$ cat src/rtl/logic_unit_pkg.sv
// Shared opcodes, counter width and per-bit gate evaluation for the pipelined logic unit.
package logic_unit_pkg;

    localparam logic [2:0] OP_NOT  = 3'd0;
    localparam logic [2:0] OP_BUF  = 3'd1;
    localparam logic [2:0] OP_AND  = 3'd2;
    localparam logic [2:0] OP_OR   = 3'd3;
    localparam logic [2:0] OP_XOR  = 3'd4;
    localparam logic [2:0] OP_NAND = 3'd5;
    localparam logic [2:0] OP_NOR  = 3'd6;
    localparam logic [2:0] OP_XNOR = 3'd7;

    localparam int CNT_W = 16;

    // Evaluated one bit at a time so callers of any WIDTH can loop without unused padding.
    function automatic logic logic_op(input logic [2:0] op, input logic a, input logic b);
        logic r;
        case (op)
            OP_NOT:  r = ~a;
            OP_BUF:  r = a;
            OP_AND:  r = a & b;
            OP_OR:   r = a | b;
            OP_XOR:  r = a ^ b;
            OP_NAND: r = ~(a & b);
            OP_NOR:  r = ~(a | b);
            OP_XNOR: r = ~(a ^ b);
            default: r = 1'b0;
        endcase
        return r;
    endfunction

endpackage

$ cat src/rtl/logic_unit_pipe_if.sv
// Producer/consumer handshake bundle of the logic unit; master is the environment, slave the unit.
interface logic_unit_pipe_if #(
    parameter int WIDTH = 2
);
    import logic_unit_pkg::*;

    logic             in_valid;
    logic             in_ready;
    logic [2:0]       op;
    logic [WIDTH-1:0] a;
    logic [WIDTH-1:0] b;
    logic             out_valid;
    logic             out_ready;
    logic [WIDTH-1:0] y;
    logic [2:0]       out_op;
    logic [CNT_W-1:0] txn_count;

    modport master (
        output in_valid, op, a, b, out_ready,
        input  in_ready, out_valid, y, out_op, txn_count
    );

    modport slave (
        input  in_valid, op, a, b, out_ready,
        output in_ready, out_valid, y, out_op, txn_count
    );

endinterface

$ cat src/rtl/logic_unit_pipe_slice.sv
// One elastic register slice: holds valid plus payload and refills whenever it is empty or draining.
module pipe_slice #(
    parameter int PW = 5
) (
    input  logic          clk,
    input  logic          rst_n,
    input  logic          up_valid,
    input  logic [PW-1:0] up_data,
    input  logic          down_ready,
    output logic          valid,
    output logic [PW-1:0] data,
    output logic          ready
);

    logic          valid_r;
    logic [PW-1:0] data_r;
    logic          ready_s;

    // Slice can take new data when empty or when its content leaves this cycle.
    always_comb begin
        ready_s = !valid_r || down_ready;
    end

    // Payload is only rewritten for a real transaction so a stalled output stays stable.
    always_ff @(posedge clk or negedge rst_n) begin
        if (!rst_n) begin
            valid_r <= 1'b0;
            data_r  <= {PW{1'b0}};
        end else if (ready_s) begin
            valid_r <= up_valid;
            if (up_valid) begin
                data_r <= up_data;
            end
        end
    end

    assign valid = valid_r;
    assign data  = data_r;
    assign ready = ready_s;

endmodule

$ cat src/rtl/logic_unit_pipe.sv
// WIDTH-bit eight-function logic unit behind an elastic valid/ready pipeline of STAGES slices.
module logic_unit_pipe
    import logic_unit_pkg::*;
#(
    parameter int WIDTH  = 2,
    parameter int STAGES = 2
) (
    input logic              clk,
    input logic              rst_n,
    logic_unit_pipe_if.slave bus
);

    localparam int PW = WIDTH + 3;

    logic [WIDTH-1:0] result_s;
    logic             valid_s [STAGES+1];
    logic [PW-1:0]    data_s  [STAGES+1];
    logic             ready_s [STAGES+1];
    logic [CNT_W-1:0] cnt_r;
    logic             pop_s;

    // Gate evaluation on the raw inputs; captured only on an accepted handshake.
    always_comb begin
        result_s = {WIDTH{1'b0}};
        for (int i = 0; i < WIDTH; i++) begin
            result_s[i] = logic_op(bus.op, bus.a[i], bus.b[i]);
        end
    end

    // Element 0 is the producer side, element STAGES the consumer side of the chain.
    assign valid_s[0]      = bus.in_valid;
    assign data_s[0]       = {bus.op, result_s};
    assign ready_s[STAGES] = bus.out_ready;

    for (genvar i = 0; i < STAGES; i++) begin : g_stage
        pipe_slice #(
            .PW(PW)
        ) u_slice (
            .clk        (clk),
            .rst_n      (rst_n),
            .up_valid   (valid_s[i]),
            .up_data    (data_s[i]),
            .down_ready (ready_s[i+1]),
            .valid      (valid_s[i+1]),
            .data       (data_s[i+1]),
            .ready      (ready_s[i])
        );
    end

    assign bus.in_ready  = ready_s[0];
    assign bus.out_valid = valid_s[STAGES];
    assign bus.out_op    = data_s[STAGES][PW-1:WIDTH];
    assign bus.y         = data_s[STAGES][WIDTH-1:0];

    // Output handshake detection feeding the delivered-result counter.
    always_comb begin
        pop_s = valid_s[STAGES] && bus.out_ready;
    end

    // Saturates at all-ones rather than wrapping.
    always_ff @(posedge clk or negedge rst_n) begin
        if (!rst_n) begin
            cnt_r <= {CNT_W{1'b0}};
        end else if (pop_s && (cnt_r != {CNT_W{1'b1}})) begin
            cnt_r <= cnt_r + {{(CNT_W-1){1'b0}}, 1'b1};
        end
    end

    assign bus.txn_count = cnt_r;

endmodule

$ cat src/flat_wrapper.sv
// flat-port wrapper written by rule: the top's interface ports become plain ports
module logic_unit_pipe_flat import logic_unit_pkg::*;
#(
    parameter int WIDTH  = 2,
    parameter int STAGES = 2
)
  (clk, rst_n, bus_in_valid, bus_op, bus_a, bus_b, bus_out_ready, bus_in_ready, bus_out_valid, bus_y, bus_out_op, bus_txn_count);
  logic_unit_pipe_if #(.WIDTH(WIDTH)) bus_i ();
  input logic clk;
  input logic rst_n;
  input wire logic [$bits(bus_i.in_valid)-1:0] bus_in_valid;
  input wire logic [$bits(bus_i.op)-1:0] bus_op;
  input wire logic [$bits(bus_i.a)-1:0] bus_a;
  input wire logic [$bits(bus_i.b)-1:0] bus_b;
  input wire logic [$bits(bus_i.out_ready)-1:0] bus_out_ready;
  output wire logic [$bits(bus_i.in_ready)-1:0] bus_in_ready;
  output wire logic [$bits(bus_i.out_valid)-1:0] bus_out_valid;
  output wire logic [$bits(bus_i.y)-1:0] bus_y;
  output wire logic [$bits(bus_i.out_op)-1:0] bus_out_op;
  output wire logic [$bits(bus_i.txn_count)-1:0] bus_txn_count;
  assign bus_i.in_valid = bus_in_valid;
  assign bus_i.op = bus_op;
  assign bus_i.a = bus_a;
  assign bus_i.b = bus_b;
  assign bus_i.out_ready = bus_out_ready;
  assign bus_in_ready = bus_i.in_ready;
  assign bus_out_valid = bus_i.out_valid;
  assign bus_y = bus_i.y;
  assign bus_out_op = bus_i.out_op;
  assign bus_txn_count = bus_i.txn_count;
  logic_unit_pipe #(.WIDTH(WIDTH), .STAGES(STAGES)) u_core (.clk(clk), .rst_n(rst_n), .bus(bus_i));
endmodule
$ cat config.mk
export PLATFORM = sky130hd
export DESIGN_NAME = logic_unit_pipe_flat
export DESIGN_NICKNAME = d
export VERILOG_FILES = /design/src/rtl/logic_unit_pkg.sv /design/src/rtl/logic_unit_pipe_if.sv /design/src/rtl/logic_unit_pipe_slice.sv /design/src/rtl/logic_unit_pipe.sv /design/src/flat_wrapper.sv
export SDC_FILE = /design/constraint.sdc
export NUM_CORES = 1
export LEC_CHECK = 0
export ABC_AREA = 1
export CAP_MARGIN = 20
export CELL_PAD_IN_SITES_DETAIL_PLACEMENT = 0
export CELL_PAD_IN_SITES_GLOBAL_PLACEMENT = 2
export CORE_MARGIN = 2
export CORE_UTILIZATION = 28
export DETAILED_ROUTE_END_ITERATION = 8
export PLACE_DENSITY = 0.79
export SYNTH_ARGS = -nofsm -noshare
export SYNTH_HDL_FRONTEND = slang
export SYNTH_HIERARCHICAL = 1
export SYNTH_SLANG_ARGS = --single-unit
$ cat constraint.sdc
create_clock -name clk -period 1.86 [get_ports clk]
set_clock_uncertainty 0.2 [all_clocks]
set_input_delay 0.186 -clock clk [delete_from_list [all_inputs] [get_ports clk]]
set_output_delay 0.186 -clock clk [all_outputs]
set_load 0.02 [all_outputs]
==> results.json, run 1 <==
{
  "status": "finished clean",
  "critPathArrivalTime_ns": 1.39,
  "yosysSeqAreaShare_pct": 39.24,
  "ff2ff_path_depth": 9,
  "viasPerCell": 4.399,
  "syn_inst": 253,
  "synthFlopType": "dfrtp_1",
  "fillCellCount": 694,
  "period_share_pct": 95.60,
  "fin_crit_ns": 1.778,
  "postSynthAreaPerCell_sq_um": 7.057,
  "drtAntennaViolNets": 0,
  "worstMarginPinSlew_ns": 0.3673,
  "synth_common_cells": "nand2_1 (83), inv_1 (35), nand3_1 (29), dfrtp_1 (28), nor2_1 (25)",
  "power_mw": 2.429,
  "dr.pass1.iters": 4,
  "grt.overflow.total": 0,
  "drv_cap": 0,
  "synth_nets": 269,
  "cts_tree": "yes",
  "numCtsBuffers": 3,
  "leakage_nw": 1.136,
  "die_w_microns": 83.86,
  "place_congestion": 0.7097,
  "synth_edf_count": 0,
  "clock_latency_ns": 0.28,
  "clockBufferDepth": 2,
  "diodes": 0,
  "area_growth_pct": 32.73,
  "rows": 29,
  "synth_top_area_share_pct": 39.24,
  "slew-limit-headroom_pct": 75.51,
  "finalHoldViolCount": 0,
  "ys_types": 21,
  "cp_max_fo": 5,
  "ys_seq_elements": 28,
  "routed_wl_mm": 4.235,
  "die_area_sq_um": 7032,
  "die_h_microns": 83.86,
  "htreeDepth": 1,
  "io_buffers": 33,
  "synth_most_common_cell": "nand2_1",
  "critPathKind": "reg -> out",
  "cts_setup_buffers": 0,
  "antenna_found_initial": 0,
  "synth.cell_area_sq_um": 1785,
  "grt_pass1_vias": 1584,
  "fin_nets": 316,
  "crit_required_ns": 1.47,
  "grt_pass1_wl_mm": 7.334,
  "vias": 1654,
  "cp_top_family": "buffers and inverters",
  "slowest_stage": "clkdlybuf4s50_1",
  "drive_gt1_share_pct": 13.38,
  "cp_slowest_stage_delay_ns": 0.65,
  "hold_class": "in -> async",
  "wl_per_cell_microns": 11.26,
  "synth.yosys.warnings": 6,
  "fin_tns_setup_ns": 0,
  "coreArea_sq_um": 6241,
  "boundaryPins": 34,
  "clkSinkCount": 28,
  "clockRootBuffer": "clkbuf_8",
  "fmax_mhz": 562.4,
  "path_cells": "clkdlybuf4s50_1",
  "synthTopCellsByArea": "dfrtp_1 (39%), nand2_1 (17%), nand3_1 (8.1%)",
  "regToRegSetupSlack_ns": 0.22,
  "rsz0062_at_grt": "false",
  "drtIter0Drc": 76,
  "drcViolationCount": 0,
  "critPathCaptureType": "output port",
  "start_util_pct": 28.61,
  "setup.worst_path.start_class": "flop",
  "track_usage_pct": 12.86,
  "yosys.area.top_type": "dfrtp_1",
  "crit_buf_inv": 1,
  "timing.rr.start": "u_core/bus.txn_count[0]",
  "ys_async_sr_fraction_pct": 100.0,
  "peakVddDrop_mv": 0.3518,
  "grt_max_degree": 29,
  "clkTransAtPathRegs_ns": 0.10,
  "dp_hpwl_mm": 3.293,
  "setup_viol": 0,
  "p_per_area_nw_per_um2": 1025,
  "r2r-end": "u_core/bus.txn_count[10]",
  "slew_viol_final": 0
}
## worst reg2reg max path, stage by stage, from the launching register on
cell,delay (ns)
dfrtp_1,0.37
ha_2,0.25
inv_1,0.07
nor2_2,0.11
nand2_2,0.08
nor2_4,0.14
nor2_2,0.06
buf_12,0.15
nand2_1,0.08
o21ai_2,0.05
## cell families (layout without fill, tap and decap cells)
group	after synthesis	after routing	synth area share, %
flops	28	28	39.24
fa+ha+maj	5	5	3.504
compound gates	11	11	4.275
buf+inv	37	83	8.199
simple gates	169	169	43.31
xor+xnor	3	3	1.472
## cells in the final DEF (no fill, tap or decap), types with 2 or more instances in the layout
cell,synthesis,layout
nor3_1,3,3
nand2_1,83,83
ha_1,5,4
nand2_4,3,3
clkdlybuf4s50_1,0,31
dfrtp_2,0,2
o22ai_1,2,2
nand3_1,29,29
xnor2_1,2,2
nand3b_1,2,2
buf_4,0,10
o21ai_0,4,4
dfrtp_1,28,26
nand2_2,8,8
nor2_2,4,4
nand4_1,10,10
nor2_1,25,25
o21ai_2,5,5
inv_1,35,35
clkbuf_8,0,3
## metal layers
metal / global-route usage [%] / vias to the layer above / share of wire [%]
li1: - / 892 / -
met1: 18.22 / 733 / 54
met2: 20.22 / 27 / 43
met3: 1.682 / 2 / 2.7
met4: 4.399 / 0 / 0.92
met5: 0 / - / 0
## layout make-up
cell class                      instances  area, sq um  share of cell area (%)
Tap cell                               77        96.34                   4.065
Inverter                               35        131.4                   5.544
Multi-Input combinational cell        188        940.9                   39.70
Clock buffer                            3        41.29                   1.742
Timing Repair Buffer                   44        426.7                   18.00
Sequential cell                        28        703.2                   29.67
Clock inverter                          1        30.03                   1.267
## timing repair
| action | 4_1_cts | 5_1_grt |
|---|---|---|
| setup endpoints to repair | 3 | 3 |
| hold buffers | 0 | 0 |
| gates resized for setup | 3 | 2 |
## worst max-delay path by stage
stage	start	end	slack [ns]	depth (start not counted)
2_1_floorplan	u_core/bus.txn_count[0]	u_core/bus.txn_count[4]	0.09	9
3_3_place_gp	bus_out_ready	bus_in_ready	-0.01	6
3_5_place_dp	bus_out_ready	bus_in_ready	-0.009	6
4_1_cts	u_core/bus.txn_count[13]	bus_txn_count[13]	0.02	1
5_1_grt	u_core/bus.txn_count[5]	bus_txn_count[5]	0.0009	1
6_report	u_core/bus.txn_count[5]	bus_txn_count[5]	0.08	1
## metrics by stage
step	cell area, sq um	utilization [%]	hold slack [ns]	worst slack (ns)	std cells
2_1_floorplan	1785	-	-0.3096	0.09179	253
3_3_place_gp	2292	36.73	0.2567	-0.01445	372
3_5_place_dp	2292	36.73	0.2593	-0.009498	372
4_1_cts	2365	37.89	0.09040	0.01949	376
5_1_grt	2370	37.97	0.1301	0.0008877	376
6_report	2370	37.97	0.08432	0.08186	376
## flip-flops by register name, summed over array words and instances (netlist names)
register / cells
u_core/g_stage.u_slice/valid: 2
u_core/bus.txn_count: 16
u_core/g_stage.u_slice/data: 10
## power by group
part	leakage (nW)	switching (mW)	internal (mW)
clock	0.0357	0.196	0.288
sequential	0.359	0.163	0.762
combinational	0.741	0.550	0.470
total	1.14	0.910	1.52
No activity file was read; power rests on OpenSTA's default activity.
==> run 2, diff against run 1 <==
--- a/config.mk
+++ b/config.mk
@@ -9,8 +9,10 @@
 export CAP_MARGIN = 20
 export CELL_PAD_IN_SITES_DETAIL_PLACEMENT = 0
 export CELL_PAD_IN_SITES_GLOBAL_PLACEMENT = 2
+export CORE_ASPECT_RATIO = 1.1
 export CORE_MARGIN = 2
 export CORE_UTILIZATION = 28
+export CTS_CLUSTER_SIZE = 28
 export DETAILED_ROUTE_END_ITERATION = 8
 export PLACE_DENSITY = 0.79
 export SYNTH_ARGS = -nofsm -noshare
==> results.json, run 2 (synthesis results as in run 1) <==
{
  "status": "finished clean",
  "fmax_mhz": 560.1,
  "die_h_microns": 87.75,
  "cp_max_fo": 5,
  "worst_slack_ns": 0.07455,
  "fillCellCount": 675,
  "p_per_area_nw_per_um2": 1026,
  "stdcell_count": 379,
  "pre_cts_ws_ns": -0.01139,
  "drtAntennaViolNets": 0,
  "slowest_stage": "clkdlybuf4s50_1",
  "dp_hpwl_mm": 3.276,
  "critPathCaptureType": "output port",
  "drtIter0Drc": 62,
  "ff2ff_path_depth": 9,
  "drive_gt1_share_pct": 13.38,
  "hold_class": "in -> async",
  "finalHoldViolCount": 0,
  "critPathKind": "reg -> out",
  "cp_top_family": "buffers and inverters",
  "clockBufferDepth": 2,
  "htreeDepth": 1,
  "die_area_sq_um": 7032,
  "routed_wl_mm": 4.181,
  "antenna_found_initial": 0,
  "grt_max_degree": 29,
  "start_util_pct": 29.00,
  "drcViolationCount": 0,
  "io_buffers": 33,
  "crit_buf_inv": 1,
  "grt_pass1_wl_mm": 7.438,
  "peakVddDrop_mv": 0.3384,
  "die_w_microns": 80.14,
  "slew_viol_final": 0,
  "rows": 30,
  "crit_required_ns": 1.47,
  "drv_cap": 0,
  "area_growth_pct": 32.73,
  "cts_tree": "yes",
  "clockRootBuffer": "clkbuf_8",
  "path_depth": 1,
  "viasPerCell": 4.414,
  "place_congestion": 0.7473,
  "grt_pass1_vias": 1538,
  "fin_nets": 316,
  "largest_register_ffs": 16,
  "clock_latency_ns": 0.28,
  "worstMarginPinSlew_ns": 0.3701,
  "fin_tns_setup_ns": 0,
  "grt.overflow.total": 0,
  "critPathArrivalTime_ns": 1.40,
  "mostFrequentLayoutCell": "nand2_1",
  "clkTransAtPathRegs_ns": 0.11,
  "period_share_pct": 95.99,
  "rsz0062_at_grt": "false",
  "track_usage_pct": 13.39,
  "path_cells": "clkdlybuf4s50_1",
  "vias": 1673,
  "layout_common_cells": "nand2_1 (83), inv_1 (35), clkdlybuf4s50_1 (32)",
  "dpl.cell_count": 375,
  "wl_per_cell_microns": 11.03,
  "clkSinkCount": 28,
  "fin_crit_ns": 1.785,
  "numCtsBuffers": 3,
  "setup_viol": 0,
  "leakage_nw": 1.117,
  "coreArea_sq_um": 6156,
  "diodes": 0,
  "power_mw": 2.431,
  "boundaryPins": 34,
  "hold_buffers": 0,
  "setup.worst_path.start_class": "flop",
  "cp_slowest_stage_delay_ns": 0.65,
  "slew-limit-headroom_pct": 75.33,
  "dr.pass1.iters": 4
}
run 2: layout make-up:
cell class | count | area (sq um) | share of cell area, %
Clock buffer | 3 | 41.29 | 1.742
Clock inverter | 1 | 30.03 | 1.267
Inverter | 35 | 131.4 | 5.544
Multi-Input combinational cell | 188 | 938.4 | 39.60
Sequential cell | 28 | 704.4 | 29.73
Tap cell | 80 | 100.1 | 4.224
Timing Repair Buffer | 44 | 424.2 | 17.90
run 2: timing repair:
item / CTS / global route
gates resized for setup: 2 / 2
endpoints found under the setup margin: 2 / 2
buffers inserted: 0 / 0
hold endpoints to repair: 0 / 0
run 2: metrics by stage:
step / area [sq um] / util (%) / hold slack [ns]
2_1_floorplan: 1785 / - / -0.3096
3_3_place_gp: 2296 / 37.30 / 0.2573
3_5_place_dp: 2296 / 37.30 / 0.2665
4_1_cts: 2367 / 38.46 / 0.08921
5_1_grt: 2370 / 38.50 / 0.09716
6_report: 2370 / 38.50 / 0.07316
run 2: layer usage:
| metal | share of wire, % | global-route usage (%) |
|---|---|---|
| met2 | 45 | 20.68 |
| met1 | 52 | 19.34 |
| met4 | 0.93 | 4.622 |
| met3 | 2.9 | 1.649 |
| met5 | 0 | 0 |
run 2: worst paths after layout:
kind,start,end,slack (ns)
min,rst_n,u_core/bus.txn_count[12],0.07
max,u_core/bus.txn_count[5],bus_txn_count[5],0.07
max in group asynchronous,rst_n,u_core/bus.txn_count[2],1.08
max reg2reg,u_core/bus.txn_count[0],u_core/bus.txn_count[11],0.16
min reg2reg,u_core/g_stage[1].u_slice/data[0],u_core/g_stage[1].u_slice/data[0],0.28
min in group clk,u_core/g_stage[1].u_slice/data[0],u_core/g_stage[1].u_slice/data[0],0.28
run 2: power by group:
| group | switching (mW) | internal [mW] | leakage [nW] | total (mW) |
|---|---|---|---|---|
| Clock | 0.210 | 0.288 | 0.0357 | 0.498 |
| Combinational | 0.542 | 0.466 | 0.724 | 1.01 |
| Sequential | 0.163 | 0.762 | 0.357 | 0.925 |
| Total | 0.915 | 1.52 | 1.12 | 2.43 |
run 2: worst reg2reg max path: cells and delay by family, from the launching register on:
kind	cells	cell delay (ns)
and+or+nand+nor	5	0.47
DFF	1	0.36
adders and majority gates	1	0.28
AOI/OAI and AO/OA	1	0.05
buffers and inverters	2	0.23
